File: config.mk
export PLATFORM = sky130hd
export DESIGN_NAME = vector_mem_sequencer
export DESIGN_NICKNAME = d
export VERILOG_FILES = /design/src/rtl/vseq_pkg.sv /design/src/rtl/vseq_addr_gen.sv /design/src/rtl/vector_mem_sequencer.sv
export SDC_FILE = /design/constraint.sdc
export NUM_CORES = 1
export LEC_CHECK = 0
export BUFFER_PORTS_ARGS = -buffer_cell sky130_fd_sc_hd__buf_2
export CAP_MARGIN = 15
export CORE_MARGIN = 2
export CORE_UTILIZATION = 46
export DETAILED_ROUTE_END_ITERATION = 16
export PLACE_DENSITY = 0.77
export SYNTH_ARGS = -nofsm -noshare
export SYNTH_HDL_FRONTEND = slang
export SYNTH_SLANG_ARGS = --single-unit
export TNS_END_PERCENT = 30
File: constraint.sdc
create_clock -name clk -period 11.5 [get_ports clk]
set_clock_uncertainty 0.15 [all_clocks]
set_input_delay 2.3 -clock clk [delete_from_list [all_inputs] [get_ports clk]]
set_output_delay 2.3 -clock clk [all_outputs]
set_load 0.005 [all_outputs]
File: src/rtl/vseq_pkg.sv
// Shared types and defaults for the vector memory sequencer.
// The lane-index width helper keeps a one-lane build at one bit.
package vseq_pkg;

  typedef enum logic [1:0] {
    IDLE,
    XFER,
    DRAIN,
    DONE
  } state_t;

  localparam int DW_DEF    = 32;
  localparam int AW_DEF    = 8;
  localparam int LANES_DEF = 4;

  function automatic int lane_w(input int n);
    return (n > 1) ? $clog2(n) : 1;
  endfunction

endpackage

File: src/rtl/vseq_addr_gen.sv
// Lane address generator: base + lane*STRIDE.
// Returns the wrapped address and a flag when the true sum exceeds AW bits.
module vseq_addr_gen #(
  parameter int AW     = 8,
  parameter int LW     = 2,
  parameter int STRIDE = 1
) (
  input  logic [AW-1:0] base,
  input  logic [LW-1:0] lane,
  output logic [AW-1:0] addr,
  output logic          ovf
);

  localparam int EW = AW + 33;

  logic [EW-1:0] full;

  assign full = EW'(base) + EW'(lane) * EW'(STRIDE);
  assign addr = full[AW-1:0];
  assign ovf  = |full[EW-1:AW];

endmodule

File: src/rtl/vector_mem_sequencer.sv
// Scalar/vector load-store sequencer onto a single-port one-word memory.
// Define VSEQ_BOUNDS_CHECK_EN to suppress out-of-range lanes and add err.
module vector_mem_sequencer
  import vseq_pkg::*;
#(
  parameter int DW     = DW_DEF,
  parameter int AW     = AW_DEF,
  parameter int LANES  = LANES_DEF,
  parameter int STRIDE = 1
) (
  input  logic                clk,
  input  logic                rst,
  input  logic                req_valid,
  input  logic                mem_read,
  input  logic                mem_write,
  input  logic                vector_op,
  input  logic [AW-1:0]       base_addr,
  input  logic [DW-1:0]       wdata_s,
  input  logic [LANES*DW-1:0] wdata_v,
  input  logic [DW-1:0]       mem_rdata,
  output logic [AW-1:0]       mem_addr,
  output logic                mem_re,
  output logic                mem_we,
  output logic [DW-1:0]       mem_wdata,
  output logic                stall,
  output logic                done,
  output logic [DW-1:0]       rdata_s,
  output logic [LANES*DW-1:0] rdata_v
`ifdef VSEQ_BOUNDS_CHECK_EN
  ,
  output logic                err
`endif
);

  localparam int LW = lane_w(LANES);

  state_t state, state_nx;

  logic [LW-1:0]       lane;
  logic [LW-1:0]       last;
  logic                is_load;
  logic                is_vec;
  logic [AW-1:0]       base;
  logic [LANES*DW-1:0] wbuf;

  logic                pend;
  logic                pend_zero;
  logic                pend_vec;
  logic [LW-1:0]       pend_lane;

  logic [AW-1:0]       lane_addr;
  logic                lane_ovf;
  logic                sup;
  logic                accept;

  vseq_addr_gen #(
    .AW     (AW),
    .LW     (LW),
    .STRIDE (STRIDE)
  ) u_addr (
    .base (base),
    .lane (lane),
    .addr (lane_addr),
    .ovf  (lane_ovf)
  );

`ifdef VSEQ_BOUNDS_CHECK_EN
  assign sup = lane_ovf;
`else
  logic unused;
  assign sup    = 1'b0;
  assign unused = lane_ovf;
`endif

  // Held in reset, nothing may be accepted or stalled.
  assign accept = ~rst & (state == IDLE) & req_valid
                & (mem_read ^ mem_write);

  always_comb begin
    state_nx  = state;
    mem_addr  = '0;
    mem_re    = 1'b0;
    mem_we    = 1'b0;
    mem_wdata = '0;
    stall     = 1'b0;
    done      = 1'b0;
    unique case (state)
      IDLE: begin
        if (accept) begin
          stall    = 1'b1;
          state_nx = XFER;
        end
      end
      XFER: begin
        stall = 1'b1;
        if (!sup) begin
          mem_addr = lane_addr;
          mem_re   = is_load;
          mem_we   = ~is_load;
          if (!is_load)
            mem_wdata = wbuf[int'(lane)*DW +: DW];
        end
        if (lane == last)
          state_nx = is_load ? DRAIN : DONE;
      end
      DRAIN: begin
        stall    = 1'b1;
        state_nx = DONE;
      end
      DONE: begin
        done     = 1'b1;
        state_nx = IDLE;
      end
      default: state_nx = IDLE;
    endcase
  end

  always_ff @(posedge clk or posedge rst) begin
    if (rst) begin
      state     <= IDLE;
      lane      <= '0;
      last      <= '0;
      is_load   <= 1'b0;
      is_vec    <= 1'b0;
      base      <= '0;
      wbuf      <= '0;
      pend      <= 1'b0;
      pend_zero <= 1'b0;
      pend_vec  <= 1'b0;
      pend_lane <= '0;
      rdata_s   <= '0;
      rdata_v   <= '0;
    end else begin
      state <= state_nx;
      if (accept) begin
        lane    <= '0;
        is_load <= mem_read;
        is_vec  <= vector_op;
        base    <= base_addr;
        last    <= vector_op ? LW'(LANES-1) : '0;
        wbuf    <= vector_op ? wdata_v
                             : (LANES*DW)'(wdata_s);
      end else if (state == XFER) begin
        lane <= (lane == last) ? '0 : lane + 1'b1;
      end
      // Read data returns one cycle after the strobe.
      pend      <= (state == XFER) & is_load;
      pend_lane <= lane;
      pend_zero <= sup;
      pend_vec  <= is_vec;
      if (pend) begin
        if (pend_vec)
          rdata_v[int'(pend_lane)*DW +: DW] <=
            pend_zero ? '0 : mem_rdata;
        else
          rdata_s <= pend_zero ? '0 : mem_rdata;
      end
    end
  end

`ifdef VSEQ_BOUNDS_CHECK_EN
  always_ff @(posedge clk or posedge rst) begin
    if (rst)
      err <= 1'b0;
    else if ((state == XFER) && sup)
      err <= 1'b1;
  end
`endif

endmodule

==> metrics, run 1 <==
antenna viol nets, final=0; DIE AREA=29,620 um^2; share of layout cells above drive strength 1=36.47%; Synth area leaders=dfrtp_1 59%, a22o_1 8.6%, nand2_1 7.4%; # DRC=0; CTS tree=yes; Synth top area share=58.90%; TritonRoute pass-1 iters=5; IO Count=410; most used flip-flop cell after synthesis=dfrtp_1; Max-Cap Viols=0; most common cell in the netlist=dfrtp_1; Post-Syn Instances=1,105; setup TNS=0 ns; crit-path max FO=19; clk_lat worst skew=0.55 ns; fin nets=1,694; cell depth of the worst min-delay path=0; Synth Register Bits=306; number of global-route vias before repair=10,123; Critical Path Source Type=primary input; Syn Nets=1,322; H-tree levels=1; routed vias=10,364; vias per cell=5.510; DR WL/cell=19.15 um; GPL Wtd Cong=0.8234; Clk pwr share=27.7%; P&R area growth vs syn=25.51%; FF-to-FF path depth=6; Rel. slew slack=30.03%; fin crit period=5.821 ns; Hold Path Class=flop to flop; first-pass GRT wire length=54,630 um; Crit path arrival time=3.37 ns; CTS Buf Count=31; Yosys top cell by area=dfrtp_1; most frequent cells after synthesis=306 x dfrtp_1, 257 x nand2_1, 128 x a22o_1; CP Data Required Time=9.05 ns; TritonCTS Sinks=306; Total Routing Usage GR=23.59%; hold buffer count at cts=0; final slew viol count=0; PortBufs=409; CTS resizes=0; largest net degree at the start of global routing=145; VDD IR-drop max=0.1233 mV; Initial Utilization=46.80%; CTS clk-pin slew, worst paths=0.06 ns; Rows=61; Setup CP Type=primary input to output port; worst slack, placed=5.002 ns; RSZ-0062 raised after global routing=no; f_max=171.8 MHz; P_int=0.002645 W; Synth cell types=36; Combinational Power Share=27.4%; synthesized cell area=13,000 um^2; Setup Fix Bufs, Post-CTS=0; Post-Syn Area per Cell=11.77 um^2; number of synthesized flops with an enable pin=0; initial drt markers=733; Max Root-Sink Buffers=3; Die W=172.1 um; Final WS setup=5.679 ns; hpwl dp=23,710 um; Synth Warn #=0; pwr dens=231.0 nW/um^2; switching part of the total power=29.81%; sequential cell fraction of total power=44.8%; Final Hold Fails=0; status=complete, no violations; Core Area=27,780 um^2; chip height=172.1 um; Root Buffer=clkbuf_16; CP endpoint kind=output port; fraction of the yosys area taken by sequential cells=58.90%; initial antenna violation count=5; LEAKAGE=8.791 nW; global route overflow=0; final WL=36,030 um; Switch Pwr=0.001124 W; fraction of registers with async set/reset=100.0%; actual slew at the worst max-slew pin=1.050 ns; Final setup violation count=0; Tcrit/Tclk final=50.62%
==> worst max-delay path, cell delays in order <==
cell	delay, ns
buf_2	0.17
and3b_1	0.32
and2_4	0.32
nor2_1	0.06
nor2_1	0.08
buf_2	0.11
==> cell type report <==
class                      instances  area [um^2]
clock buffer                      48        959.7
clock inverter                     8        117.6
multi-input combinational        706         4857
inverter                           7        33.78
timing repair buffer             425         2210
tap                              378        473.0
fill                            2322        11460
antenna                            3        7.507
sequential                       306         7660
==> layer usage <==
metal	track usage, %	vias up	share of wire (%)	wire, um
li1	-	4630	-	-
met3	6.409	82	9.9	3581
met2	40.56	505	49	17610
met5	0	-	0.13	48
met4	6.613	8	2.7	984
met1	29.37	5139	38	13800
==> state kept, by name, indices dropped and copies added, names as in the netlist <==
register   flops
state          2
lane           2
rdata_s       32
pend           1
last           1
wbuf         128
rdata_v      128
pend_lane      2
pend_vec       1
base           8
is_load        1
==> power by group through the flow <==
stage,combinational [W],clock (W),sequential [W]
2_1_floorplan,0.000685,0,0.00164
3_3_place_gp,0.000996,0,0.00168
3_5_place_dp,0.00103,0,0.00170
4_1_cts,0.00104,0.00106,0.00169
5_1_grt,0.00115,0.00111,0.00173
6_report,0.00103,0.00105,0.00169
==> cell families (layout without fill, tap and decap cells) <==
logic type,count (synthesis),after routing,synth area share [%]
DFF,306,306,58.90
and+or+nand+nor,421,421,14.40
adders and majority gates,11,11,1.116
AOI/OAI and AO/OA,169,169,10.33
buffers and inverters,93,488,3.859
xor gates and xnor gates,8,8,0.5389
muxes,97,97,10.87
other,0,3,0
==> through the flow <==
stage / cells / hold WS, ns / power (W) / utilization [%] / area, um^2
after CTS: 1876 / 0.2966 / 0.003795 / 58.51 / 16260
final: 1881 / 0.2980 / 0.003769 / 58.74 / 16320
after floorplan: 1105 / 0.2502 / 0.002324 / - / 13000
after global placement: 1820 / 0.2801 / 0.002675 / 54.63 / 15180
after global routing: 1878 / 0.3161 / 0.003992 / 58.71 / 16310
after detailed placement: 1820 / 0.2868 / 0.002737 / 54.63 / 15180
==> cell usage in the layout, fill, tap and decap left out, types with 6 or more instances in the layout <==
master / netlist / layout
clkbuf_16: 0 / 31
mux4_2: 32 / 32
dfrtp_1: 306 / 304
nand3_1: 105 / 105
nor2b_1: 32 / 32
and2_1: 10 / 9
mux2i_1: 32 / 32
inv_1: 7 / 6
buf_2: 35 / 408
clkbuf_8: 0 / 12
o21ai_0: 29 / 29
mux2_2: 30 / 30
buf_4: 9 / 15
a22o_1: 128 / 128
nand2_1: 257 / 256
ha_1: 10 / 10
==> final timing paths <==
check                      startpoint          end  slack [ns]
setup / recovery                  rst        stall        5.68
hold / removal                last[0]     pend_vec        0.30
setup reg to reg             state[0]     wbuf[18]        8.50
hold reg to reg               last[0]     pend_vec        0.30
max in group asynchronous         rst  rdata_s[20]        7.75
min in group asynchronous         rst     wbuf[22]        1.89
Note: power is estimated with default switching activity, not from simulation.
==> run 2: changes to the inputs <==
--- a/config.mk
+++ b/config.mk
@@ -5,12 +5,13 @@
 export SDC_FILE = /design/constraint.sdc
 export NUM_CORES = 1
 export LEC_CHECK = 0
+export ABC_AREA = 1
 export BUFFER_PORTS_ARGS = -buffer_cell sky130_fd_sc_hd__buf_2
 export CAP_MARGIN = 15
 export CORE_MARGIN = 2
-export CORE_UTILIZATION = 46
+export CORE_UTILIZATION = 47
 export DETAILED_ROUTE_END_ITERATION = 16
-export PLACE_DENSITY = 0.77
+export PLACE_DENSITY = 0.78
 export SYNTH_ARGS = -nofsm -noshare
 export SYNTH_HDL_FRONTEND = slang
 export SYNTH_SLANG_ARGS = --single-unit
==> constraint.sdc (replaced) <==
create_clock -name clk -period 4.7 [get_ports clk]
set_clock_uncertainty 0.15 [all_clocks]
set_input_delay 0.94 -clock clk [delete_from_list [all_inputs] [get_ports clk]]
set_output_delay 0.94 -clock clk [all_outputs]
set_load 0.005 [all_outputs]
==> metrics, run 2 <==
actual slew at the worst max-slew pin=1.185 ns (+0.1353 ns); routed vias=13,066 (+26%); Crit path arrival time=2.79 ns (-0.58 ns); global route overflow=0 (unchanged); initial drt markers=1,074 (+47%); Synth top area share=55.62% (-3.3 points); CP endpoint kind=output port; share of layout cells above drive strength 1=25.15% (-11 points); Synth area leaders=dfrtp_1 56%, nand2_1 15%, o21ai_0 9.0%; hpwl dp=28,940 um (+22%); PortBufs=409 (unchanged); Die W=175.1 um (+1.8%); LEAKAGE=8.471 nW (-3.6%); Tcrit/Tclk final=82.54%; top flop regs=rdata_v: 128 flops, wbuf: 128 flops, rdata_s: 32 flops; design area=17,080 um^2 (+4.6%); crit path cell chain=inv_1, ha_1, inv_1, nor2_1, inv_1, a21oi_1, buf_2; VDD IR-drop max=0.3666 mV (+200%); largest net degree at the start of global routing=118 (-19%); hold slack=0.3089 ns (+0.01086 ns); CTS Buf Count=34 (+9.7%); Rows=62 (+1.6%); most common cell after layout, fill and taps aside=nand2_1; Setup CP Type=flop to output port; fin crit period=3.879 ns; Total Routing Usage GR=27.50% (+3.9 points); Switch Pwr=0.004357 W (+290%); sequential cell fraction of total power=40.7% (-4.1 points); f_max=257.8 MHz; routed wl met3=3796 um (+6.0%); GPL Wtd Cong=0.8750 (+6.3%); Rel. slew slack=20.92% (-9.1 points); Critical Path Source Type=flop; Top Metal Used=met5; initial antenna violation count=6 (+1); CP Data Required Time=3.61 ns (-5.44 ns); fraction of registers with async set/reset=100.0% (unchanged); Root Buffer=clkbuf_16; RSZ-0062 raised after global routing=no; Max-Cap Viols=0 (unchanged); Setup Fix Bufs, Post-CTS=0 (unchanged); IO Count=410 (unchanged); Syn Nets=1,868 (+41%); final slew viol count=0 (unchanged); Synth Warn #=0 (unchanged); Metal-1 WL=16,750 um (+21%); CTS resizes=0 (unchanged); pwr dens=664.1 nW/um^2 (+190%); Synth cell types=27 (-25%); H-tree levels=2 (+1); Placed Area=15,940 um^2 (+5.0%); hold buffer count at cts=0 (unchanged); crit-path max FO=32 (+13); Clk pwr share=23.6% (-4.1 points); largest stage delay on the critical path=0.51 ns (+0.19 ns); DR WL/cell=17.53 um (-8.5%); DIE AREA=30,680 um^2 (+3.6%); vias per cell=5.417 (-1.7%); Combinational Power Share=35.7% (+8.3 points); Post-Syn Instances=1,651 (+49%); Core Area=28,780 um^2 (+3.6%); TritonRoute pass-1 iters=5 (unchanged); CTS clk-pin slew, worst paths=0.06 ns (about the same); first-pass GRT wire length=67,740 um (+24%); Hold Path Class=flop to flop; fraction of the yosys area taken by sequential cells=55.62% (-3.3 points); P&R area growth vs syn=24.03%; CTS tree=yes; Synth Register Bits=306 (unchanged); most common cell in the netlist=nand2_1; Post-Syn Area per Cell=8.339 um^2 (-29%); Slowest-stage cell, CP=inv_1; Final setup violation count=0 (unchanged); clk_lat worst skew=0.50 ns (-0.05 ns); TritonCTS Sinks=306 (unchanged); final WL=42,280 um (+17%); most frequent cells after synthesis=560 x nand2_1, 306 x dfrtp_1, 248 x o21ai_0; switching part of the total power=38.42% (+8.6 points); number of synthesized flops with an enable pin=0 (unchanged); antenna viol nets, final=0 (unchanged); P_int=0.006982 W (+160%); Yosys top cell by area=dfrtp_1; synthesized cell area=13,770 um^2 (+5.9%); chip height=175.1 um (+1.8%); status=complete, no violations; fin nets=2,216 (+31%); # fillers=2,565 (+10%); number of global-route vias before repair=12,881 (+27%); Final Hold Fails=0 (unchanged); met2 routed WL=20,430 um (+16%); CP most frequent cell=inv_1; # DRC=0 (unchanged); commonest non-fill, non-tap cells in the layout=558 x nand2_1, 409 x buf_2, 304 x dfrtp_1; Max Root-Sink Buffers=3 (unchanged); Initial Utilization=47.83% (+1.0 points); most used flip-flop cell after synthesis=dfrtp_1
## run 2: path summary, 6_finish.rpt
check	startpoint	to	slack [ns]	cells after the start
max	state[1]	mem_wdata[31]	0.82	7
min	last[0]	pend_vec	0.31	0
max reg2reg	state[1]	wbuf[63]	1.88	8
min reg2reg	last[0]	pend_vec	0.31	0
max in group asynchronous	rst	rdata_v[63]	2.75	3
min in group asynchronous	rst	wbuf[51]	0.33	2
## run 2: final cells by class
| cell class | count | area (um^2) | share of cell area [%] |
|---|---|---|---|
| multi-input combinational | 1098 | 5072 | 29.71 |
| tap | 384 | 480.5 | 2.814 |
| sequential | 306 | 7662 | 44.87 |
| timing repair buffer | 435 | 2255 | 13.20 |
| inverter | 124 | 470.5 | 2.755 |
| clock inverter | 14 | 153.9 | 0.9013 |
| clock buffer | 47 | 970.9 | 5.686 |
| antenna | 4 | 10.01 | 0.05862 |
## run 2: logic make-up (layout without fill, tap and decap cells)
| logic type | count (synthesis) | count (layout) | share of synthesized area, % |
|---|---|---|---|
| and+or+nand+nor | 679 | 679 | 20.06 |
| buffers and inverters | 247 | 620 | 7.698 |
| xor gates and xnor gates | 1 | 1 | 0.06363 |
| other | 0 | 4 | 0 |
| muxes | 2 | 2 | 0.1636 |
| adders and majority gates | 11 | 11 | 1.054 |
| DFF | 306 | 306 | 55.62 |
| AOI/OAI and AO/OA | 405 | 405 | 15.34 |
## run 2: layer usage
| metal | track usage, % | vias up |
|---|---|---|
| met5 | 0 | - |
| met4 | 10.10 | 4 |
| met3 | 5.265 | 98 |
| met2 | 46.03 | 665 |
| met1 | 35.64 | 6227 |
| li1 | - | 6072 |
## run 2: metrics by stage
step / instances / total power [W] / setup TNS (ns) / utilization, % / setup WS (ns)
2_1_floorplan: 1651 / 0.006868 / -141.06 / - / -0.4610
6_report: 2412 / 0.01134 / 0 / 59.33 / 0.8207
3_5_place_dp: 2347 / 0.008646 / 0 / 55.39 / 1.393
5_1_grt: 2412 / 0.01214 / 0 / 59.33 / 0.5676
3_3_place_gp: 2347 / 0.008478 / 0 / 55.39 / 1.445
4_1_cts: 2408 / 0.01136 / 0 / 59.29 / 0.8355
## run 2: worst max-delay path, delay by kind of cell (launching register included)
family | cells | cell delay, ns
flops | 1 | 0.42
compound gates | 1 | 0.39
simple gates | 1 | 0.17
fa+ha+maj | 1 | 0.41
buf+inv | 4 | 0.91
## run 2: power by group through the flow
stage                     sequential, W  clock (W)  combinational [W]
after global placement          0.00459          0            0.00389
after CTS                       0.00460    0.00272            0.00404
after global routing            0.00476    0.00283            0.00456
after detailed placement        0.00463          0            0.00402
final                           0.00462    0.00267            0.00405
after floorplan                 0.00445          0            0.00242
